[src/rtl/p_result_reader.sv]
// p_result_reader: consumer end of the DSP48A1 P output path.
// Captures 48-bit P results on a PVALID strobe into a small FIFO. It then
// serialises each word into three 16-bit beats, LSB first, on a valid/ready
// stream. Results that arrive while the FIFO is full are dropped and flagged
// on a sticky OVF. This keeps the DSP pipeline from ever being stalled.
//
// Ports:
//   CLK, RSTN        clock, asynchronous active-low reset
//   P, PVALID        incoming 48-bit result and its one-cycle strobe
//   DOUT, DVALID     current 16-bit beat and its valid
//   DREADY           downstream accepts the beat
//   DLAST            set on beat 2, the last beat of a word
//   COUNT            words held in the FIFO; excludes the word in the serialiser
//   FULL, EMPTY      decoded from the registered COUNT
//   OVF, CLR_OVF     sticky drop flag and its clear
module p_result_reader #(
    parameter int unsigned DEPTH = 4,
    parameter int unsigned CW    = 3
) (
    input  logic          CLK,
    input  logic          RSTN,
    input  logic [47:0]   P,
    input  logic          PVALID,
    output logic [15:0]   DOUT,
    output logic          DVALID,
    input  logic          DREADY,
    output logic          DLAST,
    output logic [CW-1:0] COUNT,
    output logic          FULL,
    output logic          EMPTY,
    output logic          OVF,
    input  logic          CLR_OVF
);

    localparam int unsigned AW = (DEPTH > 1) ? $clog2(DEPTH) : 1;
    localparam logic [AW-1:0] PtrOne  = 1;
    localparam logic [CW-1:0] CntOne  = 1;
    localparam logic [CW-1:0] CntFull = CW'(DEPTH);

    typedef enum logic [1:0] {StIdle, StB0, StB1, StB2} state_e;

    state_e        state_q, state_d;
    logic [47:0]   mem_q [DEPTH];
    logic [47:0]   hold_q, hold_d;
    logic [AW-1:0] wr_ptr_q, wr_ptr_d;
    logic [AW-1:0] rd_ptr_q, rd_ptr_d;
    logic [CW-1:0] count_q, count_d;
    logic [15:0]   dout_q, dout_d;
    logic          dvalid_q, dvalid_d;
    logic          dlast_q, dlast_d;
    logic          ovf_q, ovf_d;

    logic          full, empty, push, drop, pop;
    logic [47:0]   head;

    always_comb begin
        full  = (count_q == CntFull);
        empty = (count_q == '0);
        // FULL is taken from the registered count, so a pop on the same edge
        // does not make room for an incoming word.
        push  = PVALID & ~full;
        drop  = PVALID & full;
        head  = mem_q[rd_ptr_q];

        pop      = 1'b0;
        state_d  = state_q;
        hold_d   = hold_q;
        dout_d   = dout_q;
        dvalid_d = dvalid_q;
        dlast_d  = dlast_q;

        // DVALID is high in every B state, so DREADY alone means a handshake.
        unique case (state_q)
            StIdle: begin
                if (!empty) begin
                    pop      = 1'b1;
                    hold_d   = head;
                    dout_d   = head[15:0];
                    dvalid_d = 1'b1;
                    dlast_d  = 1'b0;
                    state_d  = StB0;
                end
            end
            StB0: begin
                if (DREADY) begin
                    dout_d  = hold_q[31:16];
                    state_d = StB1;
                end
            end
            StB1: begin
                if (DREADY) begin
                    dout_d  = hold_q[47:32];
                    dlast_d = 1'b1;
                    state_d = StB2;
                end
            end
            StB2: begin
                if (DREADY) begin
                    if (!empty) begin
                        // Reload straight from the FIFO so back-to-back words
                        // stream without an idle cycle.
                        pop     = 1'b1;
                        hold_d  = head;
                        dout_d  = head[15:0];
                        dlast_d = 1'b0;
                        state_d = StB0;
                    end else begin
                        dout_d   = '0;
                        dvalid_d = 1'b0;
                        dlast_d  = 1'b0;
                        state_d  = StIdle;
                    end
                end
            end
            default: begin
                state_d  = StIdle;
                dvalid_d = 1'b0;
                dlast_d  = 1'b0;
                dout_d   = '0;
            end
        endcase

        wr_ptr_d = push ? wr_ptr_q + PtrOne : wr_ptr_q;
        rd_ptr_d = pop  ? rd_ptr_q + PtrOne : rd_ptr_q;

        unique case ({push, pop})
            2'b10:   count_d = count_q + CntOne;
            2'b01:   count_d = count_q - CntOne;
            default: count_d = count_q;
        endcase

        // A drop on the same edge as a clear leaves the flag set.
        if (drop) begin
            ovf_d = 1'b1;
        end else if (CLR_OVF) begin
            ovf_d = 1'b0;
        end else begin
            ovf_d = ovf_q;
        end
    end

    always_ff @(posedge CLK or negedge RSTN) begin
        if (!RSTN) begin
            state_q  <= StIdle;
            hold_q   <= '0;
            wr_ptr_q <= '0;
            rd_ptr_q <= '0;
            count_q  <= '0;
            dout_q   <= '0;
            dvalid_q <= 1'b0;
            dlast_q  <= 1'b0;
            ovf_q    <= 1'b0;
        end else begin
            state_q  <= state_d;
            hold_q   <= hold_d;
            wr_ptr_q <= wr_ptr_d;
            rd_ptr_q <= rd_ptr_d;
            count_q  <= count_d;
            dout_q   <= dout_d;
            dvalid_q <= dvalid_d;
            dlast_q  <= dlast_d;
            ovf_q    <= ovf_d;
        end
    end

    // Storage is not reset; its contents are meaningless while COUNT is 0.
    always_ff @(posedge CLK) begin
        if (push) begin
            mem_q[wr_ptr_q] <= P;
        end
    end

    assign DOUT   = dout_q;
    assign DVALID = dvalid_q;
    assign DLAST  = dlast_q;
    assign COUNT  = count_q;
    assign FULL   = (count_q == CntFull);
    assign EMPTY  = (count_q == '0);
    assign OVF    = ovf_q;

endmodule

[config.mk]
export PLATFORM = sky130hd
export DESIGN_NAME = p_result_reader
export DESIGN_NICKNAME = d
export VERILOG_FILES = /design/src/rtl/p_result_reader.sv
export SDC_FILE = /design/constraint.sdc
export NUM_CORES = 1
export LEC_CHECK = 0
export CORE_ASPECT_RATIO = 0.9
export CORE_MARGIN = 2
export CORE_UTILIZATION = 60
export DETAILED_ROUTE_END_ITERATION = 8
export PLACE_DENSITY = 0.82
export RECOVER_POWER = 100
export SLEW_MARGIN = 20
export SYNTH_ARGS = -nofsm -noshare
export SYNTH_HDL_FRONTEND = slang
export SYNTH_SLANG_ARGS = --single-unit
[constraint.sdc]
create_clock -name CLK -period 5 [get_ports CLK]
set_clock_uncertainty 0.15 [all_clocks]
set_input_delay 1 -clock CLK [delete_from_list [all_inputs] [get_ports CLK]]
set_output_delay 1 -clock CLK [all_outputs]
set_load 0.01 [all_outputs]
* Word-level counts from Yosys, hierarchy flattened *
Memory sizes are Yosys's and may differ from the RTL's.
Index checks and enable logic that the tools add are counted.

operators by class
  $add $sub $neg = 4
  equal/unequal tests = 11
  mux-type cells = 31
  bitwise gates (word level) = 3
  reductions and logical operators = 10

operators with widths
  cell                                                                 number
  48-bit 2-to-1 mux                                                    2
  48-bit one-hot mux with 2 select lines                               1
  16-bit 2-to-1 mux                                                    5
  16-bit one-hot mux with 4 select lines                               1
  1-bit 2-to-1 mux                                                     13
  4-bit AND reduction                                                  3
  2-bit != test (second input constant)                                5
  2-bit 2-to-1 mux                                                     4
  2-bit one-hot mux with 4 select lines                                1
  2-bit == test (second input constant)                                3
  3-bit one-hot mux with 2 select lines                                1
  2-bit nonzero test                                                   3
  2-bit by 1-bit adder with 2-bit output (second input constant)       2
  2-bit by 1-bit == test with 1-bit output (second input constant)     2
  1-bit one-hot mux with 2 select lines                                2
  3-bit by 1-bit adder with 3-bit output (second input constant)       1
  3-bit == test (second input constant)                                1
  3-bit zero test                                                      1
  1-bit one-hot mux with 3 select lines                                1
  3-bit nonzero test                                                   1
  3-bit by 1-bit subtractor with 3-bit output (second input constant)  1
  1-bit AND                                                            2
  2-bit zero test                                                      1
  2-bit AND reduction                                                  1
  1-bit inverter                                                       1

storage, ports and cells
  register bits = 76
  RAM bits = 192
  input bits = 53
  output and inout port bits = 24
  logic and storage cells = 69
  memories kept = 1

memories
  name   depth  bits a word  rd ports  clocked after Yosys merged registers in  wr ports  line  source
  mem_q  4      48           1         0                                        1         43    logic [47:0] mem_q [DEPTH];

* Longest topological paths before layout *
Gate-level depths: netlist of run 1.

  depth after elaboration = 6
  gate-level depth with buffers = 10
  gate-level depth less buffers = 10

* Worst setup path after synthesis of run 1 *
OpenSTA, ideal clock, no wires.

  path kind = input to register
  from = input port PVALID
  to = memory mem_q[0][0], enable pin
  setup time = 0.410 ns
  data arrival time = 2.558 ns
  data required time = 4.440 ns
  path slack = 1.881 ns
  stages = 2
  buffers on the path = 0
  path through = a21boi_1 and2_1

on the way
  word-level cells in the longest chain between the ends = 3

ends and longest elaborated chain
  element                                 line  source
  from (decl)                             23    input logic PVALID,
  1-bit AND                               61    push = PVALID & ~full;
  1-bit 2-to-1 mux                        168   if (push) begin
  1-bit 2-to-1 mux (implied by the code)  169   mem_q[wr_ptr_q] <= P;
  to (decl)                               43

Every way passes these cells.

* Final worst setup path of run 1 *
  from = input port PVALID
  to = memory mem_q[1][13], enable pin

The elaborated chain is that of the path after synthesis.

==> qor.yml, run 1 <==
outcome:
  status: "complete, but fails checks"
  violations: "capacitance limit, slew limit"
min_path:
  holdCritPathClass: "flip-flop to flip-flop"
  hold_start: "hold_q[41]"
timing:
  hold_viol_final: 0
  layout_worst_path_cycle_share: 0.754
  fmax_mhz: 265
  tightest_slew_ns: 2.01
  rsz0062_at_grt: "false"
  slew_headroom: -0.342
  fin_crit_ns: 3.77
  drv_slew: 33
  tns_ns: 0
  setup_violations: 0
global_routing:
  antenna_found_initial: 0
  grt_pass1_wl_um: 30700
  first_global_vias: 5405
  grt_max_degree: 61
  grtUsageTotal: 0.230
  grt_overflow: 0
placed_design:
  dp_cells: 765
  place.gp.congestion: 0.731
  dp_hpwl_um: 11300
  port_buffers: 76
routing:
  wire_per_inst_um: 24.1
  drt_iter0_drc: 411
  num_vias: 5105
  drt-total-wl_um: 19500
  drtAntennaViolNets: 0
  via_per_inst: 6.31
  drc: 0
  dr.pass1.iters: 4
finish:
  layout.nets: 648
  drive_gt1_frac: 0.231
  fin_cells: 809
  num_antenna_cells: 0
  syn_to_final_growth_pct: 18.1
clock_tree:
  cts.sinks: 252
  post_cts_resized: 0
  cts-htree-levels: 1
  cts_max_path_buffers: 3
  cts_tree: "done"
  clkLatencyLatePin_ns: 0.52
  clock-root-buffer: "clkbuf_16"
  clkTransAtPathRegs_ns: 0.06
  post_cts_buffers: 0
  cts_buffers: 24
  cts_hold_buf: 0
floorplanning:
  die-area_um2: 17400
  floorplan.initialDensity: 0.611
  io_pins: 77
  core-area_um2: 16100
  die_height_um: 125
  die_w_um: 139
  placementRows: 44
job:
  drv_cap: 1
logic_synthesis:
  yosysMostFrequentCell: "edfxtp_1"
  ys_seq_elements: 252
  postSynth.asyncResetShare: 0.238
  syn_inst: 501
  synth_nets: 565
  yosys_warnings: 0
  yosys.area.top_type: "edfxtp_1"
  synth_edf_count: 192
  yosys-top-cells-count: "edfxtp_1, dfrtp_1, mux4_2"
  yosys.area.top_type_share: 0.587
  yosysUniqueCellTypes: 38
  netlist_top_cells_area: "edfxtp_1, dfrtp_1, mux4_2, mux2_2, a31oi_1"
  seq_area_frac_synth: 0.739
  synth_area_um2: 9830
  synth_area_per_cell_um2: 19.6
  ys.flop_type: "edfxtp_1"
setup_path:
  crit_path_start_kind: "input port"
  path_class: "input port to flip-flop"
  cp-end-kind: "flip-flop"
  cp_cell_sequence: "dlygate4sd3_1 -> a21boi_0 -> and2_2 -> clkbuf_2"
  cp-startpoint: "PVALID"
  slowest_delay_ns: 0.79
  worstPathRequired_ns: 4.98
  slowest_stage: "clkbuf_2"
  r2r-start: "state_q[0]"
  critical_path.max_fanout: 28
  cp.arrival_ns: 3.75
power_and_ir_drop:
  p_total_mw: 7.57
  total_leakage_power_nw: 4.04
  power_density_nw_per_um2: 652
  ir_worst_vdd_mv: 0.422
path summary, 6_finish.rpt:
| kind | endpoint | slack [ns] | cells after the start |
|---|---|---|---|
| max | mem_q[1][13] | 1.23 | 4 |
| min | hold_q[41] | 0.34 | 1 |
| max reg2reg | hold_q[39] | 1.63 | 5 |
| min reg2reg | hold_q[41] | 0.34 | 1 |
| max in group asynchronous | rd_ptr_q[1] | 3.59 | 2 |
| min in group asynchronous | hold_q[46] | 0.52 | 2 |
area by class of cell:
| class | instances | area [um2] |
|---|---|---|
| Clock buffer | 25 | 626 |
| Clock inverter | 19 | 221 |
| Fill cell | 907 | 4470 |
| Inverter | 10 | 37.5 |
| Multi-Input combinational cell | 210 | 2380 |
| Sequential cell | 252 | 7270 |
| Tap cell | 207 | 259 |
| Timing Repair Buffer | 86 | 813 |
sequential cells by signal, indices dropped and copies added, names as in the netlist, 2 cells and up:
register and flops:
COUNT 3, DOUT 16, hold_q 32, mem_q 192, rd_ptr_q 2, state_q 2, wr_ptr_q 2
critical path: cells and delay by family:
kind                   cells  cell delay [ns]
AO/OA/AOI/OAI              1             0.72
AND/OR/NAND/NOR            1             0.66
buffers and inverters      2             1.34
metal layers:
layer,global-route usage,share of wire
met3,0.0352,0.058
met2,0.388,0.51
met1,0.315,0.41
met4,0.0761,0.031
met5,0,0
cells in the final DEF, fill, tap and decap left out, types with 10 or more instances in the layout:
cell type / n
a22oi_1: 16
a31oi_1: 33
clkbuf_16: 25
dfrtp_1: 59
dlygate4sd3_1: 74
edfxtp_1: 192
ha_1: 10
inv_1: 10
mux2_1: 15
mux2_2: 19
mux4_2: 48
o21ai_0: 17
or2_2: 17
cells by family after synthesis:
logic type	Yosys count	synth area share
AO/OA/AOI/OAI	74	0.0489
XOR/XNOR	6	0.00535
adder cells (fa/ha/maj)	11	0.0148
buffers and inverters	39	0.0181
flip-flops	252	0.739
multiplexers	82	0.149
AND/OR/NAND/NOR	37	0.0241
report_power, final:
| group | switching (mW) | internal (mW) |
|---|---|---|
| clock | 0.765 | 1.17 |
| combinational | 1.27 | 1.17 |
| sequential | 0.303 | 2.89 |
through the flow:
step                area, um2  utilization  worst slack (ns)  hold WS [ns]
detailed placement      10800        0.671              1.29         0.327
global placement        10800        0.671              1.42         0.317
global route            11600        0.722              1.01         0.368
finish                  11600        0.722              1.23         0.341
floorplan                9830            -              1.88         0.309
CTS                     11600        0.724              1.82         0.341
Power figures use the tool's default switching activity.
==> run 2, diff against run 1 <==
CORE_UTILIZATION = 52   (was 60)
PLACE_DENSITY = 0.75   (was 0.82)
clock period = 3.2 ns   (was 5 ns; I/O delays follow)
==> qor.yml, run 2 (same netlist as run 1, synthesis figures left out) <==
outcome:
  status: "complete, but fails checks"
  violations: "capacitance limit, slew limit"
setup_path:
  crit_top_cell: "clkbuf_1"
  worstPathRequired_ns: 3.42  # -1.56 ns
  slowest_delay_ns: 0.75  # -0.04 ns
  slowest_stage: "clkbuf_1"
  cp-end-kind: "flip-flop"
  path_class: "flip-flop to flip-flop"
  cp.arrival_ns: 3.03  # -0.72 ns
  cp_cell_sequence: "inv_1 -> ha_1 -> or4b_1 -> clkbuf_1 -> and3_1 -> clkbuf_1 -> a31oi_1"
  crit_path_start_kind: "flip-flop"
  critical_path.max_fanout: 20  # -29%
power_and_ir_drop:
  internal-power_mw: 8.13  # +55%
  power_density_nw_per_um2: 1000  # +53%
  clkPwrFrac: 0.244  # -0.011
  p_total_mw: 11.7  # +55%
  ir_worst_vdd_mv: 0.524  # +24%
  switching_share: 0.307  # -0.00189
  combPwrFrac: 0.325  # +0.002
  total_leakage_power_nw: 4.07  # +0.93%
  pwr-share-seq: 0.431  # +0.009
  p_switching_mw: 3.60  # +54%
timing:
  layout_worst_path_cycle_share: 0.881
  rsz0062_at_grt: "false"
  fin_crit_ns: 2.82
  setup_ws_ns: 0.381  # -0.848 ns
  hold_viol_final: 0  # unchanged
  setup_violations: 0  # unchanged
  tns_ns: 0  # unchanged
  fmax_mhz: 355
  drv_slew: 30  # -9.1%
  tightest_slew_ns: 1.69  # -0.324 ns
  slew_headroom: -0.126  # +0.216
placed_design:
  place.gp.congestion: 0.789  # +8.0%
  dp_hpwl_um: 11400  # +0.38%
  port_buffers: 76  # unchanged
  placed_cell_area_um2: 11000  # +1.9%
  pre_cts_ws_ns: 0.318  # -0.976 ns
floorplanning:
  die_w_um: 149  # +7.2%
  floorplan.initialDensity: 0.532  # -0.0791
  io_pins: 77  # unchanged
  core-area_um2: 18500  # +15%
  die-area_um2: 20000  # +15%
  placementRows: 47  # +6.8%
  die_height_um: 134  # +7.2%
routing:
  dr.pass1.iters: 4  # unchanged
  drt-total-wl_um: 18800  # -3.5%
  drtAntennaViolNets: 0  # unchanged
  drt_iter0_drc: 387  # -5.8%
  num_vias: 4993  # -2.2%
  via_per_inst: 5.83  # -7.7%
  wire_per_inst_um: 22.0  # -8.9%
  drc: 0  # unchanged
clock_tree:
  cts.sinks: 252  # unchanged
  cts_hold_buf: 0  # unchanged
  post_cts_resized: 0  # unchanged
  cts_buffers: 25  # +4.2%
  clkLatencyLatePin_ns: 0.51  # about the same
  clock-root-buffer: "clkbuf_16"
  cts_tree: "done"
  post_cts_buffers: 0  # unchanged
  clkTransAtPathRegs_ns: 0.06  # about the same
  cts_max_path_buffers: 3  # unchanged
  cts-htree-levels: 1  # unchanged
finish:
  final_cell_mix: "edfxtp_1, dlygate4sd3_1, dfrtp_1"
  largest_register_ffs: 192  # unchanged
  nFillCells: 1284  # +42%
  seqCellArea_um2: 7270  # unchanged
  syn_to_final_growth_pct: 19.3
  drive_gt1_frac: 0.239  # +0.00767
  top_register: "mem_q"
  multi_input_area_um2: 2390  # +0.21%
  utilization: 0.635  # -0.0872
  final_common_cell: "edfxtp_1"
  num_antenna_cells: 0  # unchanged
  fin_area_um2: 11700  # +0.99%
  layout.nets: 657  # +1.4%
job:
  drv_cap: 1  # unchanged
global_routing:
  grt_max_degree: 49  # -20%
  grt_pass1_wl_um: 30200  # -1.8%
  grtUsageTotal: 0.199  # -0.0314
  grt_overflow: 0  # unchanged
  antenna_found_initial: 0  # unchanged
  first_global_vias: 5308  # -1.8%
min_path:
  holdCritPathClass: "flip-flop to flip-flop"
run 2: cell types whose count changed in the layout (fill, tap and decap cells not counted), moves of 2 or more:
cell / change
clkinv_2: -2
clkbuf_2: -3
clkbuf_8: +4
buf_4: +3
buf_2: +3
dlygate4sd3_1: -3
clkbuf_1: +4
buf_12: +3
clkdlybuf4s50_1: +3
bufinv_16: -3
run 2: metrics by stage:
stage,hold WS [ns],std cells
after floorplan,0.194,501
after global placement,0.319,811
after detailed placement,0.333,811
after CTS,0.0399,857
after global routing,0.367,857
final,0.350,857
run 2: layout make-up:
class,count,area share
sequential,252,0.620
multi-input combinational,210,0.204
clock buffer,31,0.0587
timing repair buffer,94,0.0770
clock inverter,15,0.0112
tap,245,0.0261
inverter,10,0.00320
run 2: per-layer routing:
metal,global-route usage,vias to the layer above,wire [um]
li1,-,2203,-
met1,0.282,2578,7920
met2,0.328,180,9320
met3,0.0310,32,1180
met4,0.0503,0,425
met5,0,-,0
run 2: path summary, 6_finish.rpt:
| path | startpoint | depth (start not counted) | to | slack (ns) |
|---|---|---|---|---|
| worst max-delay path | state_q[0] | 7 | DOUT[6] | 0.38 |
| worst min-delay path | hold_q[36] | 1 | hold_q[36] | 0.35 |
| worst max register to register | state_q[0] | 7 | DOUT[6] | 0.38 |
| worst min register to register | hold_q[36] | 1 | hold_q[36] | 0.35 |
| max in group asynchronous | RSTN | 2 | rd_ptr_q[1] | 0.82 |
| min in group asynchronous | RSTN | 1 | wr_ptr_q[0] | 0.41 |
run 2: power groups by stage:
stage / sequential (mW) / combinational (mW) / clock (mW)
finish: 5.05 / 3.81 / 2.86
global route: 5.15 / 4.16 / 3.05
CTS: 5.05 / 4.02 / 2.92
detailed placement: 5.11 / 3.99 / 0
global placement: 5.05 / 3.87 / 0
floorplan: 4.90 / 2.74 / 0
run 2: worst max-delay path, delay by kind of cell (launching register included):
kind / cells / cell delay (ns)
and+or+nand+nor: 2 / 0.51
adders and majority gates: 1 / 0.24
buffers and inverters: 3 / 1.19
DFF: 1 / 0.42
AOI/OAI and AO/OA: 1 / 0.16
